**src/rtl/cache_pkg.sv**
```systemverilog
// cache_pkg: shared constants and types for the cache-line / burst-memory adaptor.
//   LINE_WIDTH  - cache line width in bits
//   BURST_WIDTH - memory beat width in bits
//   ADDR_WIDTH  - byte address width
//   BEATS       - beats per line (derived)
package cache_pkg;
  localparam int LINE_WIDTH  = 256;
  localparam int BURST_WIDTH = 64;
  localparam int ADDR_WIDTH  = 32;
  localparam int BEATS       = LINE_WIDTH / BURST_WIDTH;
  localparam int CNT_W       = $clog2(BEATS);
  // byte-offset bits inside one line; cleared on the outgoing burst address
  localparam int OFFS_W      = $clog2(LINE_WIDTH / 8);

  typedef enum logic [1:0] {IDLE, READ, WRITE, DONE} adaptor_state_e;

  typedef logic [LINE_WIDTH-1:0]  line_t;
  typedef logic [BURST_WIDTH-1:0] beat_t;
endpackage

```
**src/rtl/cacheline_adaptor.sv**
```systemverilog
// cacheline_adaptor: bridges a 256-bit cache line port to a 64-bit burst memory port.
//   A line read becomes a BEATS-beat burst read assembled into line_o; a line
//   write-back becomes a BEATS-beat burst write sliced out of the latched line.
//   Completion is a single-cycle resp_o pulse to the cache.
// Ports:
//   clk, rst            - clock, synchronous active-high reset
//   line_i / line_o     - write-back line in / assembled read line out
//   address_i           - line address from cache
//   read_i / write_i    - cache requests, held until resp_o
//   resp_o              - transfer complete pulse
//   burst_i / burst_o   - memory read beat in / write beat out
//   address_o           - line-aligned burst address to memory
//   read_o / write_o    - burst requests to memory
//   resp_i              - memory beat accepted / valid
module cacheline_adaptor
  import cache_pkg::*;
(
  input  logic                   clk,
  input  logic                   rst,
  input  logic [LINE_WIDTH-1:0]  line_i,
  output logic [LINE_WIDTH-1:0]  line_o,
  input  logic [ADDR_WIDTH-1:0]  address_i,
  input  logic                   read_i,
  input  logic                   write_i,
  output logic                   resp_o,
  input  logic [BURST_WIDTH-1:0] burst_i,
  output logic [BURST_WIDTH-1:0] burst_o,
  output logic [ADDR_WIDTH-1:0]  address_o,
  output logic                   read_o,
  output logic                   write_o,
  input  logic                   resp_i
);

  localparam logic [CNT_W-1:0] LAST = CNT_W'(BEATS - 1);

  adaptor_state_e          state_q;
  logic [CNT_W-1:0]        cnt_q;
  line_t                   rbuf_q;   // read line being assembled / last read line
  line_t                   wbuf_q;   // latched write-back line
  logic [ADDR_WIDTH-1:0]   addr_q;
  logic                    read_q, write_q, resp_q;

  logic                    last_beat;
  assign last_beat = resp_i && (cnt_q == LAST);

  always_ff @(posedge clk) begin
    if (rst) begin
      state_q <= IDLE;
      cnt_q   <= '0;
      rbuf_q  <= '0;
      wbuf_q  <= '0;
      addr_q  <= '0;
      read_q  <= 1'b0;
      write_q <= 1'b0;
      resp_q  <= 1'b0;
    end else begin
      unique case (state_q)
        IDLE: begin
          resp_q <= 1'b0;
          cnt_q  <= '0;
          // write-back has priority: a dirty victim must leave before the fill
          if (write_i) begin
            wbuf_q  <= line_i;
            addr_q  <= {address_i[ADDR_WIDTH-1:OFFS_W], {OFFS_W{1'b0}}};
            write_q <= 1'b1;
            state_q <= WRITE;
          end else if (read_i) begin
            rbuf_q  <= '0;
            addr_q  <= {address_i[ADDR_WIDTH-1:OFFS_W], {OFFS_W{1'b0}}};
            read_q  <= 1'b1;
            state_q <= READ;
          end
        end
        READ: begin
          if (resp_i) begin
            rbuf_q[cnt_q*BURST_WIDTH +: BURST_WIDTH] <= burst_i;
            cnt_q <= cnt_q + 1'b1;   // wraps to 0 after the last beat
          end
          if (last_beat) begin
            read_q  <= 1'b0;
            resp_q  <= 1'b1;
            state_q <= DONE;
          end
        end
        WRITE: begin
          if (resp_i) cnt_q <= cnt_q + 1'b1;
          if (last_beat) begin
            write_q <= 1'b0;
            resp_q  <= 1'b1;
            state_q <= DONE;
          end
        end
        DONE: begin
          resp_q  <= 1'b0;
          state_q <= IDLE;
        end
        default: state_q <= IDLE;
      endcase
    end
  end

  assign burst_o   = wbuf_q[cnt_q*BURST_WIDTH +: BURST_WIDTH];
  assign line_o    = rbuf_q;
  assign address_o = addr_q;
  assign read_o    = read_q;
  assign write_o   = write_q;
  assign resp_o    = resp_q;

endmodule

```
**config.mk**
```make
export PLATFORM = sky130hd
export DESIGN_NAME = cacheline_adaptor
export DESIGN_NICKNAME = d
export VERILOG_FILES = /design/src/rtl/cache_pkg.sv /design/src/rtl/cacheline_adaptor.sv
export SDC_FILE = /design/constraint.sdc
export NUM_CORES = 1
export LEC_CHECK = 0
export BUFFER_PORTS_ARGS = -buffer_cell sky130_fd_sc_hd__buf_2
export CELL_PAD_IN_SITES_DETAIL_PLACEMENT = 1
export CELL_PAD_IN_SITES_GLOBAL_PLACEMENT = 2
export CORE_UTILIZATION = 30
export DETAILED_ROUTE_END_ITERATION = 10
export PLACE_DENSITY_LB_ADDON = 0.1
export RECOVER_POWER = 25
export SYNTH_ARGS = -nofsm -noshare
export SYNTH_HDL_FRONTEND = slang
export SYNTH_SLANG_ARGS = --single-unit
```
**constraint.sdc**
```tcl
create_clock -name clk -period 3.06 [get_ports clk]
set_input_delay 0.153 -clock clk [delete_from_list [all_inputs] [get_ports clk]]
set_output_delay 0.153 -clock clk [all_outputs]
set_load 0.05 [all_outputs]
```
== After elaboration in Yosys (flattened, before gate mapping) ==
Index checks and enable logic that the tools add are counted.
W data, S select, Z words.
Cells by class
  add/subtract/negate cells: 2
  multiply operators: 0
  div/mod/pow operators: 0
  magnitude comparators: 0
  equality and inequality tests: 13
  shift-type cells: 3
  muxes and demuxes: 21
  bitwise gates (word level): 0
  reductions and logical operators: 15
Operators by type and width (count)
  $mux W256: 3
  $pmux W256 S2: 1
  $bwmux W256: 1
  $shift A64 B34 Y256 const A: 1
  $shiftx A256 B9 Y64: 1
  $shiftx A64 B34 Y256: 1
  $mux W32: 2
  $neg A8 Y34: 1
  $ne A2 B2 Y1 const B: 6
  $mux W2: 4
  $reduce_and A2 Y1: 4
  $reduce_and A4 Y1: 2
  $reduce_bool A2 Y1: 4
  $eq A2 B2 Y1 const B: 3
  $pmux W1 S2: 3
  $pmux W2 S3: 1
  $mux W1: 5
  $ne A2 B1 Y1 const B: 2
  $pmux W2 S2: 1
  $reduce_or A2 Y1: 2
  $ne A3 B3 Y1 const B: 1
  $reduce_and A3 Y1: 1
  $add A2 B1 Y2 const B: 1
  $eq A2 B1 Y1 const B: 1
  2 further kinds: 2
Storage, ports and cells
  bits in registers: 551
  latch bits: 0
  bits in writable memories: 0
  bits in read-only memories: 0
  memories: 0

== Logic depth before layout (Yosys ltp) ==
Gate-level depths: netlist of run 1.
  word-level depth: 5
  gate-level depth with buffers: 10
  mapped depth without buffers: 5

== Least setup slack after synthesis of run 1 ==
No wires, ideal clock.
  path kind: register to register
  start point: register cnt_q[1]
  end point: register rbuf_q[10] (netlist: line_o[10])
  setup time: 0.072 ns
  arrival: 2.103 ns
  slack: 0.886 ns
  stages on the path, launching flop included: 10
  buffers on the path: 4
  cell sequence: dfxtp_1 buf_2 buf_1 inv_1 ha_1 and4bb_2 buf_2 buf_4 nand2_1 mux2i_1
On the way
  word-level cells in the longest chain between the ends: 5
  elaborated cells between the ends (all ways): 6
  classes of those cells: 1 x add/sub; 2 x shift; 3 x mux
Ends and longest elaborated chain
  start: declaration: line cacheline_adaptor.sv:37  | logic [CNT_W-1:0] cnt_q;
  start signal: assignment: line cacheline_adaptor.sv:77  | cnt_q <= cnt_q + 1'b1;
  start signal: assignment: line cacheline_adaptor.sv:86  | if (resp_i) cnt_q <= cnt_q + 1'b1;
  $neg A8 Y34 (*): line cacheline_adaptor.sv:76  | rbuf_q[cnt_q*BURST_WIDTH +: BURST_WIDTH] <= burst_i;
  $shiftx A64 B34 Y256 / $shift A64 B34 Y256 (equally long branches): line cacheline_adaptor.sv:76
  $bwmux W256 (*): line cacheline_adaptor.sv:76
  $mux W256 (*): line cacheline_adaptor.sv:75  | if (resp_i) begin
  $pmux W256 S2 (*): line cacheline_adaptor.sv:57  | unique case (state_q)
  end signal: indexed assignment: line cacheline_adaptor.sv:76
  end: declaration: line cacheline_adaptor.sv:38  | line_t rbuf_q;
Every way passes the cells marked *; elsewhere a longest branch is shown, timed or not. The select of a mux whose other input is x is not followed.
A chain may end at the register's enable or synchronous reset.

== Worst setup path in the final report of run 1 ==
  start point: register cnt_q[1]
  end point: output port burst_o[7]
On the way
  word-level cells in the longest chain between the ends: 1
Ends and longest elaborated chain
  $shiftx A256 B9 Y64: line cacheline_adaptor.sv:102  | assign burst_o = wbuf_q[cnt_q*BURST_WIDTH +: BURST_WIDTH];
  end: declaration: line cacheline_adaptor.sv:27  | output logic [BURST_WIDTH-1:0] burst_o,
No other way between the ends.

==> results of run 1 <==
==> through the flow <==
stage / power (mW) / util [%] / hold slack, ns / worst slack (ns) / instances
after floorplan: 13.2 / - / 0.289 / 0.886 / 2587
after global routing: 24.5 / 42.9 / 0.0186 / 0.0507 / 4617
after detailed placement: 15.1 / 35.9 / 0.401 / 0.531 / 4149
after global placement: 14.9 / 35.9 / 0.394 / 0.647 / 4149
after CTS: 23.8 / 43.2 / 0.000783 / 0.0702 / 4603
final: 23.4 / 42.9 / 0.0289 / 0.184 / 4618
==> cells in the mapped netlist, drive strengths merged <==
| cell type | n | area [um^2] |
|---|---|---|
| nand2 | 637 | 2390 |
| a32oi | 1 | 8.76 |
| or3b | 1 | 8.76 |
| and4bb | 2 | 25.0 |
| and2 | 2 | 12.5 |
| buf | 159 | 1000 |
| nor3 | 1 | 5.00 |
| o211ai | 1 | 7.51 |
| o21ai | 2 | 13.8 |
| ha | 8 | 100 |
| nand2b | 258 | 1620 |
| o22ai | 1 | 6.26 |
| a2111oi | 1 | 8.76 |
| nor2 | 2 | 7.51 |
| nor2b | 65 | 407 |
| o21a | 1 | 7.51 |
| a22oi | 4 | 35.0 |
| a21bo | 1 | 10.0 |
| o2111ai | 1 | 8.76 |
| nand3b | 1 | 20.0 |
| mux4 | 64 | 1440 |
| conb | 1 | 3.75 |
| xor2 | 1 | 8.76 |
| inv | 5 | 18.8 |
| nand3 | 193 | 966 |
| a21boi | 1 | 7.51 |
| dfxtp | 546 | 10900 |
| clkbuf | 73 | 277 |
| a21oi | 288 | 1440 |
| nor3b | 3 | 22.5 |
| or4b | 1 | 10.0 |
| mux2i | 257 | 2570 |
| and3b | 1 | 8.76 |
==> power by group through the flow <==
| stage | Clock, mW | Combinational (mW) | Sequential, mW |
|---|---|---|---|
| final | 8.24 | 6.90 | 8.28 |
| after global routing | 8.75 | 7.42 | 8.37 |
| after CTS | 8.48 | 7.04 | 8.27 |
| after detailed placement | 0 | 6.66 | 8.42 |
| after global placement | 0 | 6.56 | 8.37 |
| after floorplan | 0 | 4.46 | 8.77 |
==> cells by family after synthesis <==
family	count (synthesis)	synth area share [%]
AND/OR/NAND/NOR	1167	23.5
flip-flops	546	46.7
multiplexers	321	17.1
AO/OA/AOI/OAI	302	6.64
buffers and inverters	237	5.55
adder cells (fa/ha/maj)	8	0.428
other	1	0.0160
XOR/XNOR	1	0.0374
==> cell type report <==
cell class	count	share of cell area [%]
Inverter	5	0.0566
Clock buffer	106	6.34
Multi-Input combinational cell	1804	33.9
Timing Repair Buffer	1088	22.2
Clock inverter	14	0.494
Sequential cell	546	33.0
Tap cell	1040	3.92
Antenna cell	15	0.113
==> layer usage <==
metal  vias up  routed length [um]
met5         -                 113
met4        18                4060
met3       197                5620
met2       535               46300
met1     10737               37400
li1      10481                   -
==> what timing repair did <==
action	in CTS	in global routing
gates resized for setup	0	0
hold buffers	334	0
hold endpoints to repair	417	0
==> flip-flops by register name, indices dropped and copies added (netlist names) <==
| name | flops |
|---|---|
| resp_o | 1 |
| line_o | 256 |
| address_o | 27 |
| wbuf_q | 256 |
| read_o | 1 |
| state_q | 2 |
| cnt_q | 2 |
| write_o | 1 |
==> worst max-delay path, delay by kind of cell, from the launching register on <==
kind | cells | cell delay, ns
buf+inv | 3 | 1.31
mux | 1 | 0.44
flops | 1 | 0.35
==> layout by cell type, fill, tap and decap left out, types with 2 or more instances in the layout <==
master,count
inv_6,2
clkbuf_8,13
dfxtp_4,2
clkbuf_16,74
ha_1,7
nand2b_1,257
nand2_1,636
a22oi_2,4
mux4_2,64
dlygate4sd3_1,334
mux2i_1,257
nor2b_1,64
buf_12,30
dfxtp_1,544
nor3b_1,3
diode_2,15
clkinv_2,8
inv_1,5
clkbuf_1,243
buf_4,23
buf_2,476
and4bb_2,2
conb_1,5
nand3_1,193
nor2_1,2
bufinv_16,3
a21oi_1,288
==> final timing paths <==
check	slack, ns	from	endpoint
worst max-delay path	0.18	cnt_q[1]$_SDFFE_PP0P_	burst_o[7]
worst min register to register	0.45	wbuf_q[137]$_SDFFE_PP0P_	wbuf_q[137]$_SDFFE_PP0P_
worst max register to register	0.56	state_q[0]$_SDFFE_PP0P_	line_o[111]$_SDFFE_PP0P_
worst min-delay path	0.03	burst_i[22]	line_o[22]$_SDFFE_PP0P_
==> impl_metrics.yaml, run 1 <==
outcome:
  status: "complete, no violations"
worst_hold_path:
  worstHoldPathCells: 4
  hp-class: "input pin to flip-flop"
pwr:
  power.density_mw_per_mm2: 706
  p_clk_share_pct: 35.2
  p_int_mw: 15.3
  peakVddDrop_v: 0.000422
  p_sw_share_pct: 34.6
  power_frac_comb_pct: 29.5
  p_switching_mw: 8.11
  leakagePower_nw: 12.6
  sequentialPowerShare_pct: 35.4
grt:
  grt_pass1_wl_mm: 140
  grt_pass1_vias: 23520
  met3_usage_pct: 6.33
  grt-ovfl-total: 0
  grt_start_max_net_pins: 120
  use_met1_pct: 25.8
  use_met2_pct: 39.9
  track_usage_pct: 22.8
  grt-busiest-layer: "met2"
  antenna_found_initial: 23
yosys:
  synth_cell_type_count: 40
  yosysWarnings: 0
  syn_area_mm2: 0.0234
  avgSynthCellArea_um2: 9.06
  synth_seq_area_share_pct: 46.7
  syn_inst: 2583
  ys_seq_elements: 546
clock_network:
  htree_levels: 3
  cts_tree: "yes"
  cts_root_buf: "clkbuf_16"
  cts_setup_buffers: 0
  cts_buffers: 70
  insertion_delay_ns: 0.61
  cts.clk_slew.worst_paths_ns: 0.06
  cts.sinks: 546
  cts_max_path_buffers: 3
sta:
  worst_pin_slew_ns: 1.14
  setup-tns-final_ns: 0
  period_needed_ns: 2.88
  max_slew_margin_pct: 24.2
  slew_violations: 0
  fmax_mhz: 348
  finalSetupViolCount: 0
  rsz0062_at_grt: "false"
  finalHoldViolations: 0
  skew_ns: 0.0212
  fin_crit_sh_pct: 94.0
setup_path:
  crit_type: "flip-flop to output port"
  arrival_ns: 2.72
  crit_chain: "buf_4, buf_4, mux4_2, buf_2"
  cp_slowest_stage_delay_ns: 0.66
  worstPathRequired_ns: 2.91
  cp-end-kind: "output port"
  crit_path_start_kind: "flip-flop"
  r2r_cells: 6
  slowest_stage: "buf_4"
  cp_common_cell: "buf_4"
  crit_path_max_fanout: 39
die:
  die_area_mm2: 0.0792
  start_util_pct: 30.3
  die_w_um: 281
  rows: 102
  pin_count: 712
  coreArea_mm2: 0.0773
  dieHeight_um: 281
final_layout:
  fillCellCount: 9145
  regArea_mm2: 0.0109
  nets: 3880
  final_layout_size_suffix_gt1_share_pct: 20.0
  design_area_mm2: 0.0332
  multi_input_area_mm2: 0.0112
  syn_to_final_growth_pct: 41.6
placed_design:
  io_buffers: 701
  gp_congestion: 0.824
  dp_hpwl_mm: 63.1
  placed_area_mm2: 0.0278
routing:
  drt_pre_antenna_iters: 5
  drc: 0
  drt_iter0_drc: 855
  routed_wl_mm: 93.4
  viasPerCell: 4.76
  vias: 21968
  ant_nets: 0
  wl_per_cell_um: 20.2
flow_run:
  maxCapViolCount: 0
No activity file was read; power rests on OpenSTA's default activity.
==> run 2, diff against run 1 <==
CELL_PAD_IN_SITES_DETAIL_PLACEMENT = 0   (was 1)
CELL_PAD_IN_SITES_GLOBAL_PLACEMENT = 1   (was 2)
CORE_AREA = 2 2 275 277   (was default)
CORE_UTILIZATION = default   (was 30)
DIE_AREA = 0 0 277 279   (was default)
==> impl_metrics.yaml, run 2 (synthesis results as in run 1) <==
routing:
  drt_pre_antenna_iters: 5
  vias: 21487
  viasPerCell: 4.74
  highest_layer: "met5"
  drc: 0
  drt_iter0_drc: 1053
  met3_wirelength_mm: 4.67
  wl_met2_mm: 41.6
  wl_per_cell_um: 18.9
  routed_wl_mm: 85.6
  wl_met1_mm: 36.1
  ant_nets: 0
die:
  coreArea_mm2: 0.0741
  start_util_pct: 31.6
  dieHeight_um: 279
  die_area_mm2: 0.0773
  pin_count: 712
  die_w_um: 277
  rows: 100
grt:
  grt_pass1_vias: 21860
  grt_start_max_net_pins: 216
  track_usage_pct: 21.3
  grt-ovfl-total: 0
  grt_pass1_wl_mm: 130
  antenna_found_initial: 11
pwr:
  power.density_mw_per_mm2: 690
  peakVddDrop_v: 0.000484
  leakagePower_nw: 12.5
setup_path:
  crit_path_max_fanout: 66
  worstPathRequired_ns: 2.91
  r2r_cells: 6
  reg2reg_from: "cnt_q[1]$_SDFFE_PP0P_"
  crit_path_start_kind: "flip-flop"
  arrival_ns: 2.44
  r2r-end: "line_o[201]$_SDFFE_PP0P_"
  cp-end-kind: "output port"
  crit_type: "flip-flop to output port"
  ff2ff_setup_slack_ns: 0.71
final_layout:
  fin_util_pct: 44.3
  layoutNonFillerInstCount: 4534
  regArea_mm2: 0.0109
  final_common_cell: "nand2_1"
  final_cell_mix: "636 x nand2_1, 544 x dfxtp_1, 476 x buf_2, 346 x dlygate4sd3_1, 288 x a21oi_1"
  design_area_mm2: 0.0328
  fillCellCount: 7490
  multi_input_area_mm2: 0.0112
  nets: 3873
  final_layout_size_suffix_gt1_share_pct: 19.5
  syn_to_final_growth_pct: 40.0
clock_network:
  cts.sinks: 546
  cts_tree: "yes"
  insertion_delay_ns: 0.61
  htree_levels: 3
  cts_root_buf: "clkbuf_16"
  cts_max_path_buffers: 3
  cts_buffers: 66
  cts.clk_slew.worst_paths_ns: 0.06
sta:
  period_needed_ns: 2.60
  skew_ns: 0.0227
  rsz0062_at_grt: "false"
  finalSetupViolCount: 0
  finalHoldViolations: 0
  slew_violations: 0
  fin_crit_sh_pct: 84.8
  fmax_mhz: 385
  max_slew_margin_pct: 26.8
  setup-tns-final_ns: 0
  worst_pin_slew_ns: 1.10
worst_hold_path:
  min_to: "line_o[39]$_SDFFE_PP0P_"
  worstHoldPathCells: 4
  hold_start: "burst_i[39]"
  hp-class: "input pin to flip-flop"
placed_design:
  gp_congestion: 0.828
  dpl.cell_count: 4063
  placed_area_mm2: 0.0274
  dp_hpwl_mm: 57.3
  io_buffers: 701
outcome:
  status: "complete, no violations"
flow_run:
  maxCapViolCount: 0
run 2: cell count changes in the layout (fill, tap and decap cells not counted), moves of 2 or more:
cell | previous run | this run
dlygate4sd3_1 | 334 | 346
buf_12 | 30 | 19
clkbuf_16 | 74 | 68
diode_2 | 15 | 9
buf_4 | 23 | 19
clkinv_2 | 8 | 5
clkinvlp_4 | 0 | 3
clkinv_8 | 1 | 3
run 2: worst max-delay path by stage:
stage / start / to / slack (ns) / cells after the start
after floorplan: cnt_q[1]$_SDFFE_PP0P_ / line_o[10]$_SDFFE_PP0P_ / 0.89 / 9
after CTS: cnt_q[0]$_SDFFE_PP0P_ / burst_o[56] / 0.37 / 3
final: cnt_q[0]$_SDFFE_PP0P_ / burst_o[26] / 0.46 / 3
after global routing: cnt_q[0]$_SDFFE_PP0P_ / burst_o[26] / 0.31 / 3
after detailed placement: cnt_q[1]$_SDFFE_PP0P_ / line_o[225]$_SDFFE_PP0P_ / 0.70 / 6
after global placement: cnt_q[1]$_SDFFE_PP0P_ / line_o[201]$_SDFFE_PP0P_ / 0.70 / 6
run 2: final cells by class:
cell class / count / share of cell area, %
well taps: 969 / 3.70
flip-flops and latches: 546 / 33.4
clock buffers: 100 / 5.92
diodes: 9 / 0.0687
multi-input cells: 1804 / 34.3
clock inverters: 16 / 0.557
repair buffers: 1085 / 22.0
inverters: 5 / 0.0573
run 2: critical path, cell delays in order, from the launching register on:
cell and delay (ns):
dfxtp_4 0.41, buf_12 0.47, mux4_2 0.65, buf_2 0.25
run 2: what timing repair did:
action	in CTS	in global routing
resized for setup	0	0
hold buffers	346	0
buffers inserted	0	0
hold endpoints to repair	446	0
run 2: stage by stage:
step / hold WS, ns / total power [mW] / worst slack [ns]
finish: 0.0299 / 22.6 / 0.464
global route: 0.0291 / 23.7 / 0.315
global placement: 0.393 / 14.7 / 0.705
detailed placement: 0.399 / 14.8 / 0.704
floorplan: 0.289 / 13.2 / 0.886
CTS: 0.00483 / 23.0 / 0.371
run 2: layer usage:
metal  vias to the layer above  global-route usage, %
li1                      10470                      -
met1                     10248                   25.7
met2                       592                   36.7
met3                       171                   4.86
met4                         6                   8.58
met5                         -                      0
run 2: power by group:
part	switching [mW]	leakage, nW	internal [mW]
Clock	3.16	1.03	4.57
Combinational	4.30	7.00	2.32
Sequential	0.391	4.44	7.87
